File: src/rtl/ysyx_25040109_core_ctrl.sv
// ysyx_25040109_core_ctrl
// Multi-cycle control FSM for a simple core. It sequences instruction fetch,
// decode, execute (including the multi-cycle mul/div unit), memory access
// and write-back. An illegal instruction ends in TRAP and an ebreak ends in
// HALT. Both states are left only through reset.
//
// Optional build feature: define YSYX_25040109_PERF_CNT_EN to add the 64-bit
// cycle_cnt and inst_cnt performance counters. Without the macro the ports
// and all counter logic are absent.
//
// Handshake semantics, which apply to every responder port:
//   ifu_req and lsu_req are level requests. Each one stays high for every
//   cycle the FSM waits in FETCH or MEM. The matching response (ifu_rvalid or
//   lsu_done) is sampled only in that state, and the FSM advances on the
//   same rising edge. muldiv_start is a single-cycle pulse on the first EXEC
//   cycle. muldiv_done is sampled on every EXEC cycle, including the first.
//   A response that arrives outside its owning state is ignored.
//   All strobes are decoded combinationally from the state register and the
//   current inputs. inst_we is therefore high in the same cycle as
//   ifu_rvalid.
module ysyx_25040109_core_ctrl (
   input  logic        clk,
   input  logic        rst_n,
   // instruction fetch
   output logic        ifu_req,
   input  logic        ifu_rvalid,
   output logic        inst_we,
   // decode status, valid from DECODE through WB
   input  logic        inst_invalid,
   input  logic        reg_write_en_idu,
   input  logic        is_load,
   input  logic        is_store,
   input  logic        is_muldiv,
   input  logic        is_ebreak,
   // multiply/divide unit
   output logic        muldiv_start,
   input  logic        muldiv_done,
   // load/store unit
   output logic        lsu_req,
   input  logic        lsu_done,
   // write-back strobes
   output logic        rf_wen,
   output logic        pc_we,
   // status
   output logic        halt,
   output logic        trap_illegal,
   output logic [2:0]  state_o
`ifdef YSYX_25040109_PERF_CNT_EN
   ,
   output logic [63:0] cycle_cnt,
   output logic [63:0] inst_cnt
`endif
);

   typedef enum logic [2:0] {
      S_IDLE   = 3'd0,
      S_FETCH  = 3'd1,
      S_DECODE = 3'd2,
      S_EXEC   = 3'd3,
      S_MEM    = 3'd4,
      S_WB     = 3'd5,
      S_HALT   = 3'd6,
      S_TRAP   = 3'd7
   } state_e;

   state_e state_q, state_d;

   // EXEC is entered only from DECODE. This flag is therefore high exactly
   // on the first EXEC cycle, which is where muldiv_start must fire.
   logic exec_first_q, exec_first_d;

   logic need_mem;
   assign need_mem = is_load | is_store;

   // Next-state selection for the instruction sequence
   always_comb begin
      state_d      = state_q;
      exec_first_d = (state_q == S_DECODE);
      case (state_q)
         S_IDLE:   state_d = S_FETCH;
         S_FETCH:  if (ifu_rvalid) state_d = S_DECODE;
         S_DECODE: begin
            if (inst_invalid)   state_d = S_TRAP;
            else if (is_ebreak) state_d = S_HALT;
            else                state_d = S_EXEC;
         end
         S_EXEC: begin
            // A non-muldiv instruction leaves after one cycle. A muldiv
            // instruction waits for done, which may already be high on the
            // first cycle.
            if (!is_muldiv || muldiv_done)
               state_d = need_mem ? S_MEM : S_WB;
         end
         S_MEM:    if (lsu_done) state_d = S_WB;
         S_WB:     state_d = S_FETCH;
         S_HALT:   state_d = S_HALT;
         S_TRAP:   state_d = S_TRAP;
         default:  state_d = S_IDLE;
      endcase
   end

   // State register; reset aborts any pending handshake at once
   always_ff @(posedge clk or negedge rst_n) begin
      if (!rst_n) begin
         state_q      <= S_IDLE;
         exec_first_q <= 1'b0;
      end else begin
         state_q      <= state_d;
         exec_first_q <= exec_first_d;
      end
   end

   // Strobe decode from the current state and the live inputs
   always_comb begin
      ifu_req      = 1'b0;
      inst_we      = 1'b0;
      muldiv_start = 1'b0;
      lsu_req      = 1'b0;
      rf_wen       = 1'b0;
      pc_we        = 1'b0;
      halt         = 1'b0;
      trap_illegal = 1'b0;
      case (state_q)
         S_FETCH: begin
            ifu_req = 1'b1;
            inst_we = ifu_rvalid;
         end
         S_EXEC:  muldiv_start = is_muldiv & exec_first_q;
         S_MEM:   lsu_req = 1'b1;
         S_WB: begin
            rf_wen = reg_write_en_idu;
            pc_we  = 1'b1;
         end
         S_HALT:  halt = 1'b1;
         S_TRAP: begin
            halt         = 1'b1;
            trap_illegal = 1'b1;
         end
         default: ;
      endcase
   end

   assign state_o = state_q;

`ifdef YSYX_25040109_PERF_CNT_EN
   logic [63:0] cycle_cnt_q, cycle_cnt_d;
   logic [63:0] inst_cnt_q,  inst_cnt_d;
   logic        active;

   // Only the working states advance the counters. IDLE, HALT and TRAP
   // freeze them.
   assign active = (state_q == S_FETCH)  || (state_q == S_DECODE) ||
                   (state_q == S_EXEC)   || (state_q == S_MEM)    ||
                   (state_q == S_WB);

   // Counter next values; both wrap naturally at 2^64
   always_comb begin
      cycle_cnt_d = cycle_cnt_q;
      inst_cnt_d  = inst_cnt_q;
      if (active)          cycle_cnt_d = cycle_cnt_q + 64'd1;
      if (state_q == S_WB) inst_cnt_d  = inst_cnt_q + 64'd1;
   end

   // Counter registers
   always_ff @(posedge clk or negedge rst_n) begin
      if (!rst_n) begin
         cycle_cnt_q <= 64'd0;
         inst_cnt_q  <= 64'd0;
      end else begin
         cycle_cnt_q <= cycle_cnt_d;
         inst_cnt_q  <= inst_cnt_d;
      end
   end

   assign cycle_cnt = cycle_cnt_q;
   assign inst_cnt  = inst_cnt_q;
`endif

endmodule

File: config.mk
export PLATFORM = sky130hd
export DESIGN_NAME = ysyx_25040109_core_ctrl
export DESIGN_NICKNAME = d
export VERILOG_FILES = /design/src/rtl/ysyx_25040109_core_ctrl.sv
export SDC_FILE = /design/constraint.sdc
export NUM_CORES = 1
export LEC_CHECK = 0
export CORE_AREA = 4 4 41 43
export CTS_CLUSTER_DIAMETER = 200
export DETAILED_ROUTE_END_ITERATION = 8
export DIE_AREA = 0 0 45 47
export MAX_ROUTING_LAYER = met4
export PLACE_DENSITY = 0.61
export SLEW_MARGIN = 30
export SYNTH_ARGS = -nofsm -noshare
export SYNTH_HDL_FRONTEND = slang
export SYNTH_SLANG_ARGS = --single-unit
File: constraint.sdc
create_clock -name clk -period 2.2 [get_ports clk]
set_input_delay 0.44 -clock clk [delete_from_list [all_inputs] [get_ports clk]]
set_output_delay 0.44 -clock clk [all_outputs]
set_load 0.01 [all_outputs]
Word-level counts from Yosys, hierarchy flattened
Cells that the tools add are included.
Widths: inputs -> output; s select.
Operators by class
  $add $sub $neg: 0
  multiply operators: 0
  divide/modulo/power cells: 0
  $lt $le $gt $ge: 0
  equality and inequality tests: 10
  shift operators: 0
  muxes and demuxes: 15
  bitwise operators: 2
  reduce and logical (&&, ||, !) cells: 6
Operators by type and width (number)
  $pmux 3 s7: 1
  $mux 3: 5
  $eq 3x3->1 const B: 4
  $mux 1: 9
  $eq 3x2->1 const B: 2
  $ne 2x2->1 const B: 3
  $reduce_or 2->1: 2
  $eq 3x1->1 const B: 1
  $logic_not 3->1: 1
  $reduce_and 3->1: 1
  $and 1x1->1: 1
  $logic_not 1->1: 1
  $logic_or 1x1->1: 1
  $or 1x1->1: 1
Storage, ports and cells
  bits in registers: 4
  latch bits: 0
  RAM bits: 0
  bits in read-only memories: 0
  input port bits: 11
  logic and storage cells: 35
  memories: 0

Logic depth before layout (Yosys ltp)
Gate-level depths: netlist of run 1.
  depth after elaboration: 4
  depth in mapped cells: 4

Least setup slack after synthesis of run 1
OpenSTA, ideal clock, no wires.
  kind: reg2out
  start point: register state_q[2], in the netlist state_o[2]
  end point: output muldiv_start
  data arrival time: 0.965 ns
  setup slack: 0.795 ns
  stages on the path, launching flop included: 3
  cells stage by stage: dfrtp_1 nand2b_1 nor3_1
Between the ends
  longest elaborated chain between the ends: 2
RTL lines
  from (decl): RTL line 66  | state_e state_q, state_d;
  from (signal assigned): RTL line 108  | state_q <= state_d;
  $eq 3x2->1: RTL line 123  | case (state_q)
  $mux 1: RTL line 123
  to (decl): RTL line 36  | output logic muldiv_start,
Every way passes these cells.

Worst setup path after layout of run 1
  start point: input is_muldiv
  end point: output muldiv_start
Between the ends
  longest elaborated chain between the ends: 2
RTL lines
  from (decl): RTL line 33  | input logic is_muldiv,
  $and 1x1->1: RTL line 128  | S_EXEC: muldiv_start = is_muldiv & exec_first_q;
  $mux 1: RTL line 123
Every way passes these cells.

==> impl_metrics.toml, run 1 <==
[timing]
fmax_ghz = 0.479
drv_slew = 0
rsz0062_at_grt = "no"
final_hold_viol_count = 0
max-slew-margin-rel_pct = 76.8
min_period_ns = 2.09
tightest_slew_ns = 0.348
whs_ns = 0.414
layout_setup_ws_ns = 0.111
setup_viol = 0
skew_ns = 0.000799
finalCritPeriodShare_pct = 94.9
setup_tns_ns = 0

[synth]
synth.avg_cell_area_um2 = 8.10
syn-instance-count = 34
ys_warn_count = 0
synth_fp_nets = 45
synth-seq-cells = 4
synth_area_leaders = "dfrtp_1, nor2_1, nand2b_1, nor2b_1, nor3_1"
yosysSeqAreaShare_pct = 36.4
yosysTopAreaCell = "dfrtp_1"
yosysUniqueCellTypes = 17
synth_area_um2 = 275
synth_top_area_share_pct = 36.4

[run]
drv_cap = 0

[pwr]
leakage_nw = 0.204
ir_drop_uv = 476
finalPower_mw = 0.636
cellPowerDensity_mw_per_mm2 = 1230

[floorplan]
dieArea_mm2 = 0.00212
io_pins = 22
core_mm2 = 0.00130
rows = 13
die_w_um = 45
die_y_um = 47
start_util_pct = 21.2

[finish]
fin_cells = 72
layout-drive-gt1-share_pct = 14.0
diodes = 0
final_cell_area_um2 = 518
layout_commonest_cell = "clkdlybuf4s50_1"
syn2layout_area_growth_pct = 88.2
fin_util_pct = 39.8
finalNetCount = 70
mostFrequentLayoutCells = "clkdlybuf4s50_1, nor2_1, dfrtp_1"

[global_route]
grt_pass1_vias = 310
grt_pass1_wl_um = 1260
overflow = 0
grt_usage_pct = 8.92
grt_max_degree = 11
antenna_found_initial = 0

[route]
viasPerCell = 4.61
dr.first_iter.drc_count = 2
vias = 332
met2WireLength_um = 348
met1_length_um = 378
drt-total-wl_um = 819
route.detailed.drc = 0
met3_length_um = 80
dr.max_layer_used = "met4"
dr.pass1.iters = 4
wire_per_inst_um = 11.4
ant_nets = 0

[worst_setup_path]
cp.required_ns = 1.76
worstPathCellList = "clkdlybuf4s50_1 -> nand2_1 -> nor3_1 -> clkdlybuf4s50_1"
cp_num_buf_inv = 2
slowest_delay_ns = 0.56
cp_top_family = "buffers and inverters"
worstSetupEndpointType = "primary output"
worstSetupStartpointType = "primary input"
cp.arrival_ns = 1.65
crit_type = "primary input to primary output"
critPathMostFrequentCell = "clkdlybuf4s50_1"
slowest_stage = "clkdlybuf4s50_1"
crit_fanout = 2
r2r_slack_ns = 0.79

[placed_design]
place_inst = 69
port_buffers = 21
place_ws_ns = 0.111
place_area_um2 = 493
dp_hpwl_um = 630
routabilityCongestion = 0.782

[clocking]
post-cts-setup-buffers = 0
clock_sinks = 4
clkLatencyLatePin_ns = 0.23
cts_buffer_depth = 2
cts_root_buffer = "clkbuf_4"
cts_tree = "yes"
cts_max_level = 1
numCtsBuffers = 3
clk_pin_slew_worst_paths_ns = 0.04

[outcome]
outcome = "completed"

[hold_path]
hold_class = "primary input to asynchronous set/reset pin"
area by class of cell:
cell class	count	area, um^2
inverters	1	6.26
well taps	15	18.8
clock buffers	3	22.5
flip-flops and latches	4	100
repair buffers	21	210
multi-input cells	28	160
fillers	154	783
kinds of logic (layout without fill, tap and decap cells):
kind of cell | count (synthesis) | count (layout) | synth area share (%)
AOI/OAI and AO/OA | 6 | 6 | 15.9
and+or+nand+nor | 22 | 22 | 41.4
DFF | 4 | 4 | 36.4
buffers and inverters | 2 | 25 | 6.36
flip-flops by register name (all words and copies together), names as in the netlist:
name	count
state_o	3
exec_first_q	1
per-layer routing:
metal	GRT usage (%)	vias up
met5	-	-
met4	3.51	0
met3	4.60	2
met2	12.7	18
met1	10.6	147
li1	-	165
synth_stat cells:
cell type  count
inv_4          1
o221a_2        1
nand2_1        3
nand2b_1       3
or4_1          1
nor2b_1        3
o211ai_1       1
nor3_1         3
and2_2         1
and2_1         1
nor2_1         6
or2_2          1
dfrtp_1        4
a211o_1        1
buf_6          1
o21ai_0        2
a31oi_1        1
report_power, final:
| part | internal (mW) | switching [mW] | total (mW) |
|---|---|---|---|
| clock | 0.0609 | 0.0277 | 0.0885 |
| combinational | 0.222 | 0.158 | 0.379 |
| sequential | 0.107 | 0.0614 | 0.169 |
what timing repair did:
item	CTS	global route
hold buffers	0	0
resized for setup	0	1
endpoints found under the setup margin	0	1
path summary, 6_finish.rpt:
path | endpoint | cells past startpoint | startpoint
setup reg to reg | state_o[0] | 3 | state_o[1]
hold / removal | state_o[1] | 1 | rst_n
max in group asynchronous | state_o[2] | 1 | rst_n
hold reg to reg | state_o[2] | 2 | state_o[2]
min in group clk | state_o[2] | 2 | state_o[2]
setup / recovery | muldiv_start | 4 | is_muldiv
(Power assumes the default switching activity.)
==> run 2, diff against run 1 <==
Settings changed: GPL_ROUTABILITY_DRIVEN set to 0.
Clock period 2.2 ns to 2.6 ns, I/O delays scaled along.
==> impl_metrics.toml, run 2 (same netlist as run 1, synthesis figures left out) <==
[outcome]
outcome = "completed"

[floorplan]
die_y_um = 47
core_mm2 = 0.00130
start_util_pct = 21.2
io_pins = 22
rows = 13
dieArea_mm2 = 0.00212
die_w_um = 45

[route]
wire_per_inst_um = 11.4
route.detailed.drc = 0
viasPerCell = 4.60
dr.pass1.iters = 4
ant_nets = 0
vias = 331
dr.first_iter.drc_count = 3
drt-total-wl_um = 820

[worst_setup_path]
slowest_delay_ns = 0.56
r2r-end = "state_o[0]"
r2r-start = "state_o[1]"
crit_fanout = 2
cp.required_ns = 2.08
worstPathCellList = "clkdlybuf4s50_1 -> nand2_1 -> nor3_1 -> clkdlybuf4s50_1"
cp.arrival_ns = 1.73
cp_top_family = "buffers and inverters"
slowest_stage = "clkdlybuf4s50_1"
critPathMostFrequentCell = "clkdlybuf4s50_1"
rr_worst_depth = 3
worstSetupStartpointType = "primary input"
crit_type = "primary input to primary output"
r2r_slack_ns = 1.19
worstSetupEndpointType = "primary output"
cp_num_buf_inv = 2

[clocking]
numCtsBuffers = 3
clock_sinks = 4
cts_resized = 0
post-cts-setup-buffers = 0
cts_tree = "yes"
cts_root_buffer = "clkbuf_4"
cts_max_level = 1
hold_buffers = 0
clkLatencyLatePin_ns = 0.23
cts_buffer_depth = 2
clk_pin_slew_worst_paths_ns = 0.04

[run]
drv_cap = 0

[pwr]
leakage_nw = 0.204
cellPowerDensity_mw_per_mm2 = 1040
ir_drop_uv = 399

[placed_design]
place_inst = 69
dp_hpwl_um = 630
port_buffers = 21

[timing]
fmax_ghz = 0.445
skew_ns = 0.000799
setup_tns_ns = 0
tightest_slew_ns = 0.350
min_period_ns = 2.25
final_hold_viol_count = 0
max-slew-margin-rel_pct = 76.7
finalCritPeriodShare_pct = 86.5
drv_slew = 0
rsz0062_at_grt = "no"
setup_viol = 0

[global_route]
grt_max_degree = 11
grt_pass1_vias = 310
grt_pass1_wl_um = 1260
antenna_found_initial = 0
grt_usage_pct = 8.92
overflow = 0

[finish]
layout-drive-gt1-share_pct = 12.3
finalNetCount = 70
mostFrequentLayoutCells = "clkdlybuf4s50_1, nor2_1, dfrtp_1"
largest_reg_flops = 3
layout_commonest_cell = "clkdlybuf4s50_1"
diodes = 0
nFillCells = 155
syn2layout_area_growth_pct = 87.3
fin_cells = 72

[hold_path]
hold_class = "primary input to asynchronous set/reset pin"
## run 2: metal layers
| metal | vias up | global-route usage (%) | wire (um) |
|---|---|---|---|
| met5 | - | - | 0 |
| met4 | 0 | 3.51 | 12 |
| met3 | 2 | 4.60 | 80 |
| met2 | 18 | 12.7 | 351 |
| met1 | 145 | 10.6 | 376 |
| li1 | 166 | - | - |
## run 2: worst max path at each step
stage	slack, ns	cells past startpoint	to	from
after global placement	0.35	4	muldiv_start	is_muldiv
after CTS	0.35	4	muldiv_start	is_muldiv
after detailed placement	0.35	4	muldiv_start	is_muldiv
after floorplan	1.11	2	muldiv_start	state_o[2]
final	0.35	4	muldiv_start	is_muldiv
after global routing	0.26	4	muldiv_start	is_muldiv
## run 2: final cells by class
type                       instances  area [um^2]  share of cell area (%)
timing repair buffer              21          210                    40.8
multi-input combinational         28          158                    30.6
inverter                           1         6.26                    1.21
sequential                         4          100                    19.4
clock buffer                       3         22.5                    4.37
tap                               15         18.8                    3.64
## run 2: metrics by stage
step / hold WS [ns] / power, mW / setup WS [ns] / util [%] / instance area (um^2)
floorplan: 0.224 / 0.308 / 1.11 / - / 275
global placement: 0.649 / 0.465 / 0.348 / 37.9 / 493
detailed placement: 0.643 / 0.465 / 0.351 / 37.9 / 493
CTS: 0.494 / 0.543 / 0.347 / 39.6 / 515
global route: 0.505 / 0.577 / 0.257 / 39.6 / 515
finish: 0.493 / 0.534 / 0.352 / 39.6 / 515
## run 2: power breakdown
| part | switching, mW | leakage [nW] | internal, mW |
|---|---|---|---|
| registers | 0.0505 | 0.0494 | 0.0907 |
| clock network | 0.0234 | 0.0138 | 0.0515 |
| logic | 0.134 | 0.141 | 0.185 |
